**config.mk**
```make
export PLATFORM = sky130hd
export DESIGN_NAME = bcd_sevenseg_scanner
export DESIGN_NICKNAME = d
export VERILOG_FILES = /design/src/rtl/ncdc_display_pkg.sv /design/src/rtl/bcd_to_7seg.sv /design/src/rtl/bcd_sevenseg_scanner.sv
export SDC_FILE = /design/constraint.sdc
export NUM_CORES = 1
export LEC_CHECK = 0
export ABC_AREA = 1
export CAP_MARGIN = 20
export CORE_ASPECT_RATIO = 0.75
export CORE_MARGIN = 4
export CORE_UTILIZATION = 46
export CTS_CLUSTER_DIAMETER = 120
export DETAILED_ROUTE_END_ITERATION = 10
export PLACE_DENSITY = 0.71
export SYNTH_ARGS = -nofsm -noshare
export SYNTH_HDL_FRONTEND = slang
export SYNTH_SLANG_ARGS = --single-unit
export TNS_END_PERCENT = 5
```
**constraint.sdc**
```tcl
create_clock -name clk -period 1.6 [get_ports clk]
set_input_delay 0.32 -clock clk [delete_from_list [all_inputs] [get_ports clk]]
set_output_delay 0.32 -clock clk [all_outputs]
set_load 0.005 [all_outputs]
```
**src/rtl/ncdc_display_pkg.sv**
```systemverilog
// Shared types and segment constants for the multiplexed BCD seven-segment display.
package ncdc_display_pkg;

  localparam int unsigned NUM_DIGITS = 4;
  localparam int unsigned DIGIT_W    = 4;
  localparam int unsigned SEG_W      = 7;

  typedef logic [DIGIT_W-1:0] bcd_digit_t;

  // Active-low {g,f,e,d,c,b,a}
  localparam logic [SEG_W-1:0] SEG_BLANK = 7'b1111111;
  localparam logic [SEG_W-1:0] SEG_DASH  = 7'b0111111;

  // Entry [n] is the pattern for decimal digit n
  localparam logic [9:0][SEG_W-1:0] SEG_TABLE = {
    7'b0010000,  // 9
    7'b0000000,  // 8
    7'b1111000,  // 7
    7'b0000010,  // 6
    7'b0010010,  // 5
    7'b0011001,  // 4
    7'b0110000,  // 3
    7'b0100100,  // 2
    7'b1111001,  // 1
    7'b1000000   // 0
  };

endpackage

```
**src/rtl/bcd_to_7seg.sv**
```systemverilog
// Combinational BCD digit to active-low segment decode, with blank override and dash for 10..15.
module bcd_to_7seg
  import ncdc_display_pkg::*;
(
  input  bcd_digit_t       digit_i,
  input  logic             blank_i,
  output logic [SEG_W-1:0] seg_c
);

  always_comb begin
    seg_c = SEG_DASH;
    if (blank_i) begin
      seg_c = SEG_BLANK;
    end else if (digit_i <= DIGIT_W'(9)) begin
      seg_c = SEG_TABLE[digit_i];
    end
  end

endmodule

```
**src/rtl/bcd_sevenseg_scanner.sv**
```systemverilog
// Four-digit time-multiplexed seven-segment driver: shadow-latched BCD input,
// refresh tick, optional leading-zero blanking, registered anode/segment outputs.
module bcd_sevenseg_scanner
  import ncdc_display_pkg::*;
#(
  parameter int unsigned REFRESH_DIV = 100000
) (
  input  logic                            clk,
  input  logic                            rst,
  input  logic [NUM_DIGITS*DIGIT_W-1:0]   bcd_in,
  input  logic                            load,
  input  logic                            lz_blank,
  output logic [NUM_DIGITS-1:0]           an,
  output logic [SEG_W-1:0]                seg
);

  localparam int unsigned CNT_W = (REFRESH_DIV > 2) ? $clog2(REFRESH_DIV) : 1;
  localparam int unsigned IDX_W = $clog2(NUM_DIGITS);

  logic [CNT_W-1:0]                  cnt_q, cnt_d;
  logic [IDX_W-1:0]                  idx_q, idx_d;
  bcd_digit_t [NUM_DIGITS-1:0]       shadow_q, shadow_d;
  logic [NUM_DIGITS-1:0]             an_q, an_d;
  logic [SEG_W-1:0]                  seg_q, seg_d;

  logic       tick_c;
  logic       blank_c;
  bcd_digit_t sel_digit_c;
  logic [SEG_W-1:0] dec_seg_c;

  // Refresh divider, digit index and shadow capture
  always_comb begin
    tick_c   = (cnt_q == CNT_W'(REFRESH_DIV - 1));
    cnt_d    = tick_c ? '0 : cnt_q + CNT_W'(1);
    idx_d    = tick_c ? idx_q + IDX_W'(1) : idx_q;
    shadow_d = load ? bcd_in : shadow_q;
  end

  // A digit blanks only if it and every more-significant digit are zero; digit0 never blanks
  always_comb begin
    sel_digit_c = shadow_q[idx_q];
    blank_c     = lz_blank && (idx_q != '0);
    for (int unsigned k = 0; k < NUM_DIGITS; k++) begin
      if ((k >= 32'(idx_q)) && (shadow_q[k] != '0)) begin
        blank_c = 1'b0;
      end
    end
  end

  bcd_to_7seg u_dec (
    .digit_i (sel_digit_c),
    .blank_i (blank_c),
    .seg_c   (dec_seg_c)
  );

  always_comb begin
    an_d  = ~(NUM_DIGITS'(1) << idx_q);
    seg_d = dec_seg_c;
  end

  always_ff @(posedge clk) begin
    if (rst) begin
      cnt_q    <= '0;
      idx_q    <= '0;
      shadow_q <= '0;
      an_q     <= '1;
      seg_q    <= SEG_BLANK;
    end else begin
      cnt_q    <= cnt_d;
      idx_q    <= idx_d;
      shadow_q <= shadow_d;
      an_q     <= an_d;
      seg_q    <= seg_d;
    end
  end

  assign an  = an_q;
  assign seg = seg_q;

endmodule

```
==> results of run 1 <==
registers in the layout (all words and copies together) (netlist names):
register / count
an: 4
seg: 7
shadow_q: 16
cnt_q: 17
idx_q: 2
per-stage QoR:
stage	TNS [ns]	setup WS [ns]	hold slack (ns)	power [W]
after floorplan	0	0.002889	0.4175	0.001396
after global placement	0	0.05677	0.4303	0.001528
after detailed placement	-0.07795	-0.02493	0.4644	0.001533
after CTS	0	0.04856	0.4773	0.002569
after global routing	-0.1435	-0.04638	0.4920	0.002669
final	0	0.08402	0.4708	0.002567
critical path: stages, from the launching register on:
cell      delay, ns
dfxtp_4        0.40
inv_6          0.06
o211ai_1       0.20
nand2_2        0.11
inv_2          0.07
ha_2           0.16
inv_2          0.05
nand2_2        0.06
a21oi_2        0.06
nor2_4         0.17
nand2_1        0.07
area by class of cell:
type | count | area [µm²] | area share (%)
sequential | 46 | 928.4 | 32.22
multi-input combinational | 237 | 1174 | 40.73
clock inverter | 2 | 60.06 | 2.084
clock buffer | 6 | 82.58 | 2.866
inverter | 38 | 147.6 | 5.124
timing repair buffer | 44 | 417.9 | 14.50
tap | 57 | 71.32 | 2.475
metal layers:
metal | GRT usage [%] | vias up | wire [µm]
met2 | 24.63 | 53 | 1977
met3 | 4.157 | 6 | 315
met4 | 4.275 | 0 | 51
met5 | 0 | - | 0
li1 | - | 1116 | -
met1 | 26.61 | 927 | 2717
how the worst min path moves through the flow:
stage	startpoint	end	cells after the start
finish	shadow_q[0]	shadow_q[0]	2
global route	shadow_q[1]	shadow_q[1]	2
CTS	shadow_q[0]	shadow_q[0]	2
detailed placement	shadow_q[0]	shadow_q[0]	2
global placement	cnt_q[0]	cnt_q[0]	1
floorplan	cnt_q[0]	cnt_q[0]	1
report_power, final:
group	switching (W)	total [W]	internal [W]
clock	0.000384	0.00105	0.000666
combinational	0.000136	0.000290	0.000154
sequential	0.0000320	0.00123	0.00119
placed cells by master, fill, tap and decap left out:
master,netlist,final
nor3_1,2,2
clkbuf_8,0,6
nand2_1,87,85
nand4_1,4,4
or2_0,1,1
a21oi_1,12,12
o21ai_0,18,18
dfxtp_4,0,2
nand3_2,3,3
or2_1,1,1
nand2_4,1,1
a21oi_2,1,1
xnor2_1,2,2
clkdlybuf4s50_1,0,30
bufinv_16,0,2
inv_6,0,1
ha_1,9,7
dfxtp_1,46,44
xor2_1,4,4
nand3_1,23,23
nand2_2,1,3
inv_2,1,3
nor2_4,1,1
o21ai_4,1,1
or2_2,1,1
ha_2,0,2
nor2_1,58,57
buf_12,0,1
o211ai_1,4,4
inv_1,36,34
buf_4,0,13
nor2_2,3,4
cells by family (layout without fill, tap and decap cells):
family,Yosys count,count (layout),synth area share [%]
flip-flops,46,46,40.40
buffers and inverters,46,90,8.672
XOR/XNOR,6,6,2.305
AND/OR/NAND/NOR,186,186,34.69
adder cells (fa/ha/maj),9,9,4.940
AO/OA/AOI/OAI,36,36,9.002
what timing repair did:
item                                    4_1_cts  5_1_grt
pin swaps                                     0        4
resized for setup                             2       10
hold buffers                                  0        0
setup buffers                                 0        3
cloned                                        0        0
endpoints found under the setup margin        6       15
==> flow_metrics.env, run 1 <==
export IMPL_synth_common_cells="nand2_1, nor2_1, dfxtp_1"
export IMPL_synth_area_leaders="dfxtp_1, nand2_1, nor2_1"
export IMPL_ys_seq_area_share_pct=40.40
export IMPL_dpl_cell_count=419
export IMPL_postPlaceCellArea_um2=2694
export IMPL_worst_pin_slew_ns=0.3535
export IMPL_final_hold_viol_count=0
export IMPL_n_antenna_cell=0
export IMPL_ioPinCount=31
export IMPL_dr_total_vias=2102
export IMPL_areaGrowthSynthToFinish_pct=26.40
export IMPL_grt_pass1_vias=1793
export IMPL_drtIter0Drc=125
export IMPL_critPathArrivalTime_ns=1.70
export IMPL_dpl_hpwl_mm=3.857
export IMPL_drive_gt1_share_pct=12.06
export IMPL_rows=21
export IMPL_root_buffer="clkbuf_8"
export IMPL_synth_top_area_share_pct=40.40
export IMPL_worstPathMaxFanout=13
export IMPL_ys_ff_latch=46
export IMPL_cts_tree="yes"
export IMPL_finalClockSkew_ns=0.005186
export IMPL_syn_cell_area_um2=2280
export IMPL_grt_max_degree=17
export IMPL_critical_path_endpoint_type="flip-flop"
export IMPL_critPathKind="reg2reg"
export IMPL_gp_congestion=0.8913
export IMPL_stdcell_count=430
export IMPL_drv_slew=0
export IMPL_synth_most_common_cell="nand2_1"
export IMPL_viasPerCell=4.888
export IMPL_startpoint_type="flip-flop"
export IMPL_num_nets_final=401
export IMPL_clkLatencyLatePin_ns=0.29
export IMPL_synth_area_per_cell_um2=6.929
export IMPL_die_area_um2=6158
export IMPL_regToRegSetupSlack_ns=0.08
export IMPL_maxCapViolCount=0
export IMPL_required_ns=1.79
export IMPL_die_h_um=68.97
export IMPL_p_leak_nw=1.212
export IMPL_cts_buffers=5
export IMPL_portBuffers=30
export IMPL_yosysUniqueCellTypes=27
export IMPL_core_area_um2=4624
export IMPL_synthesis_nets=358
export IMPL_min_path_type="reg2reg"
export IMPL_overflow=0
export IMPL_period_needed_ns=1.516
export IMPL_htree_levels=2
export IMPL_synth_top_area_cell="dfxtp_1"
export IMPL_synth_edff_count=0
export IMPL_ys_warn_count=0
export IMPL_grt_pass1_wl_mm=8.245
export IMPL_critPathLaunch="idx_q[0]"
export IMPL_utilization_pct=62.31
export IMPL_final_area_um2=2882
export IMPL_setup_violations=0
export IMPL_synthArstFlopShare_pct=0
export IMPL_relSlewSlack_pct=76.41
export IMPL_status="finished, final reports clean"
export IMPL_rsz0062_at_grt="yes"
export IMPL_ant_nets=0
export IMPL_max_freq_mhz=659.6
export IMPL_p_per_area_nw_per_um2=890.9
export IMPL_ff2ff_path_depth=10
export IMPL_clkSinkCount=46
export IMPL_routed_wirelength_mm=5.061
export IMPL_r2r_end="seg[3]"
export IMPL_fin_crit_sh_pct=94.75
export IMPL_crit_end="seg[3]"
export IMPL_start_util_pct=49.30
export IMPL_die_width_um=89.29
export IMPL_path_clk_slew_ns=0.09
export IMPL_cts_path_max_buffers=2
export IMPL_nFillCells=430
export IMPL_syn_inst=329
export IMPL_max_vdd_ir_drop_mv=0.5654
export IMPL_post_route_drc_count=0
export IMPL_r2r_start="idx_q[0]"
export IMPL_antenna_found_initial=0
export IMPL_dr_pass1_iters=4
export IMPL_post_drt_wl_per_cell_um=11.77
export IMPL_synth_ff_type="dfxtp_1"
export IMPL_grtUsageTotal_pct=17.55
(Power assumes the default switching activity.)
==> run 2, diff against run 1 <==
- GPL_TIMING_DRIVEN: unset -> 0
==> flow_metrics.env, run 2 (same netlist as run 1, synthesis figures left out) <==
export IMPL_status="finished, violations left"
export IMPL_failed_checks="negative setup slack"
export IMPL_cts_path_max_buffers=2
export IMPL_ff2ff_path_depth=11
export IMPL_startpoint_type="flip-flop"
export IMPL_post_route_drc_count=0
export IMPL_p_leak_nw=1.192
export IMPL_path_clk_slew_ns=0.08
export IMPL_drtIter0Drc=156
export IMPL_areaGrowthSynthToFinish_pct=27.33
export IMPL_max_freq_mhz=606.9
export IMPL_fin_crit_sh_pct=103.0
export IMPL_grt_pass1_wl_mm=8.445
export IMPL_root_buffer="clkbuf_8"
export IMPL_clkSinkCount=46
export IMPL_grtUsageTotal_pct=17.64
export IMPL_postCtsHoldBufs=0
export IMPL_antenna_found_initial=0
export IMPL_stdcell_count=433
export IMPL_utilization_pct=62.77
export IMPL_start_util_pct=49.30
export IMPL_cts_buffers=5
export IMPL_dr_total_vias=2118
export IMPL_die_h_um=68.97
export IMPL_post_drt_wl_per_cell_um=12.03
export IMPL_largest_reg_flops=17
export IMPL_num_nets_final=404
export IMPL_top_register="cnt_q"
export IMPL_grt_pass1_vias=1870
export IMPL_p_per_area_nw_per_um2=818.4
export IMPL_crit_end="seg[4]"
export IMPL_critical_path_endpoint_type="flip-flop"
export IMPL_setup_ws_ns=-0.04783
export IMPL_relSlewSlack_pct=68.40
export IMPL_rsz0062_at_grt="yes"
export IMPL_core_area_um2=4624
export IMPL_finalClockSkew_ns=0.008228
export IMPL_final_area_um2=2903
export IMPL_final_hold_viol_count=0
export IMPL_die_area_um2=6158
export IMPL_critPathKind="reg2reg"
export IMPL_critPathLaunch="idx_q[0]"
export IMPL_required_ns=1.85
export IMPL_drv_slew=0
export IMPL_min_path_cells=2
export IMPL_maxCapViolCount=0
export IMPL_critPathArrivalTime_ns=1.89
export IMPL_htree_levels=2
export IMPL_setup_violations=6
export IMPL_regToRegSetupSlack_ns=-0.05
export IMPL_worst_pin_slew_ns=0.4739
export IMPL_dpl_hpwl_mm=3.665
export IMPL_period_needed_ns=1.648
export IMPL_final_common_cell="nand2_1"
export IMPL_min_path_type="reg2reg"
export IMPL_overflow=0
export IMPL_portBuffers=30
export IMPL_layout_common_cells="nand2_1, nor2_1, dfxtp_1"
export IMPL_gp_congestion=0.8566
export IMPL_grt_max_degree=14
export IMPL_worstPathMaxFanout=6
export IMPL_r2r_start="idx_q[0]"
export IMPL_ioPinCount=31
export IMPL_routed_wirelength_mm=5.208
export IMPL_cts_tree="yes"
export IMPL_tns_ns=-0.2364
export IMPL_ant_nets=0
export IMPL_dpl_cell_count=416
export IMPL_clkLatencyLatePin_ns=0.30
export IMPL_viasPerCell=4.891
export IMPL_n_antenna_cell=0
export IMPL_rows=21
export IMPL_r2r_end="seg[4]"
export IMPL_postPlaceCellArea_um2=2651
export IMPL_die_width_um=89.29
export IMPL_max_vdd_ir_drop_mv=0.4559
export IMPL_worst_hold_slack_ns=0.4747
export IMPL_drive_gt1_share_pct=11.44
export IMPL_nFillCells=421
export IMPL_dr_pass1_iters=4
-- run 2: cell types whose count changed in the layout (fill, tap and decap cells not counted), moves of 2 or more --
| cell | delta |
|---|---|
| nor2_2 | -2 |
| buf_6 | +3 |
| buf_4 | -4 |
| clkbuf_1 | +7 |
| ha_1 | -2 |
| ha_2 | -2 |
| ha_4 | +4 |
-- run 2: per-stage QoR --
step | setup slack [ns] | total power [W]
finish | -0.04783 | 0.002376
global route | -0.1389 | 0.002497
CTS | -0.02637 | 0.002375
detailed placement | -0.2226 | 0.001522
global placement | -0.1951 | 0.001518
floorplan | 0.002889 | 0.001396
-- run 2: area by class of cell --
| cell class | instances | area, µm² | share of cell area (%) |
|---|---|---|---|
| Buffer | 7 | 41.29 | 1.422 |
| Clock buffer | 7 | 76.32 | 2.629 |
| Clock inverter | 1 | 30.03 | 1.034 |
| Inverter | 38 | 150.1 | 5.172 |
| Multi-Input combinational cell | 237 | 1229 | 42.33 |
| Sequential cell | 46 | 925.9 | 31.90 |
| Tap cell | 57 | 71.32 | 2.457 |
| Timing Repair Buffer | 40 | 379.1 | 13.06 |
-- run 2: worst min-delay path by stage --
stage / slack, ns / start / to
after floorplan: 0.42 / cnt_q[0] / cnt_q[0]
after global placement: 0.43 / cnt_q[0] / cnt_q[0]
after detailed placement: 0.43 / cnt_q[0] / cnt_q[0]
after CTS: 0.46 / cnt_q[0] / cnt_q[0]
after global routing: 0.50 / shadow_q[1] / shadow_q[1]
final: 0.47 / shadow_q[1] / shadow_q[1]
-- run 2: metal layers --
layer / track usage [%] / wire [µm]
met5: 0 / 0
met1: 25.88 / 2770
met4: 4.647 / 39
met3: 3.919 / 246
met2: 25.92 / 2151
-- run 2: repair_timing --
item / in CTS / in global routing
pin swaps: 9 / 10
setup endpoints to repair: 17 / 22
resized for setup: 5 / 16
setup buffers: 8 / 2
-- run 2: power breakdown --
part	internal [W]	total, W	switching (W)
clock network	0.000468	0.000842	0.000375
logic	0.000157	0.000305	0.000149
registers	0.00120	0.00123	0.0000319
total	0.00182	0.00238	0.000555
-- run 2: worst max-delay path, cell delays in order (launching register included) --
cell and delay, ns:
dfxtp_2 0.33, buf_6 0.13, buf_6 0.12, o211ai_1 0.19
nand2_2 0.11, buf_4 0.16, ha_4 0.14, inv_1 0.07
nand2_2 0.07, a21oi_4 0.15, nor2_4 0.07, nand2_1 0.06
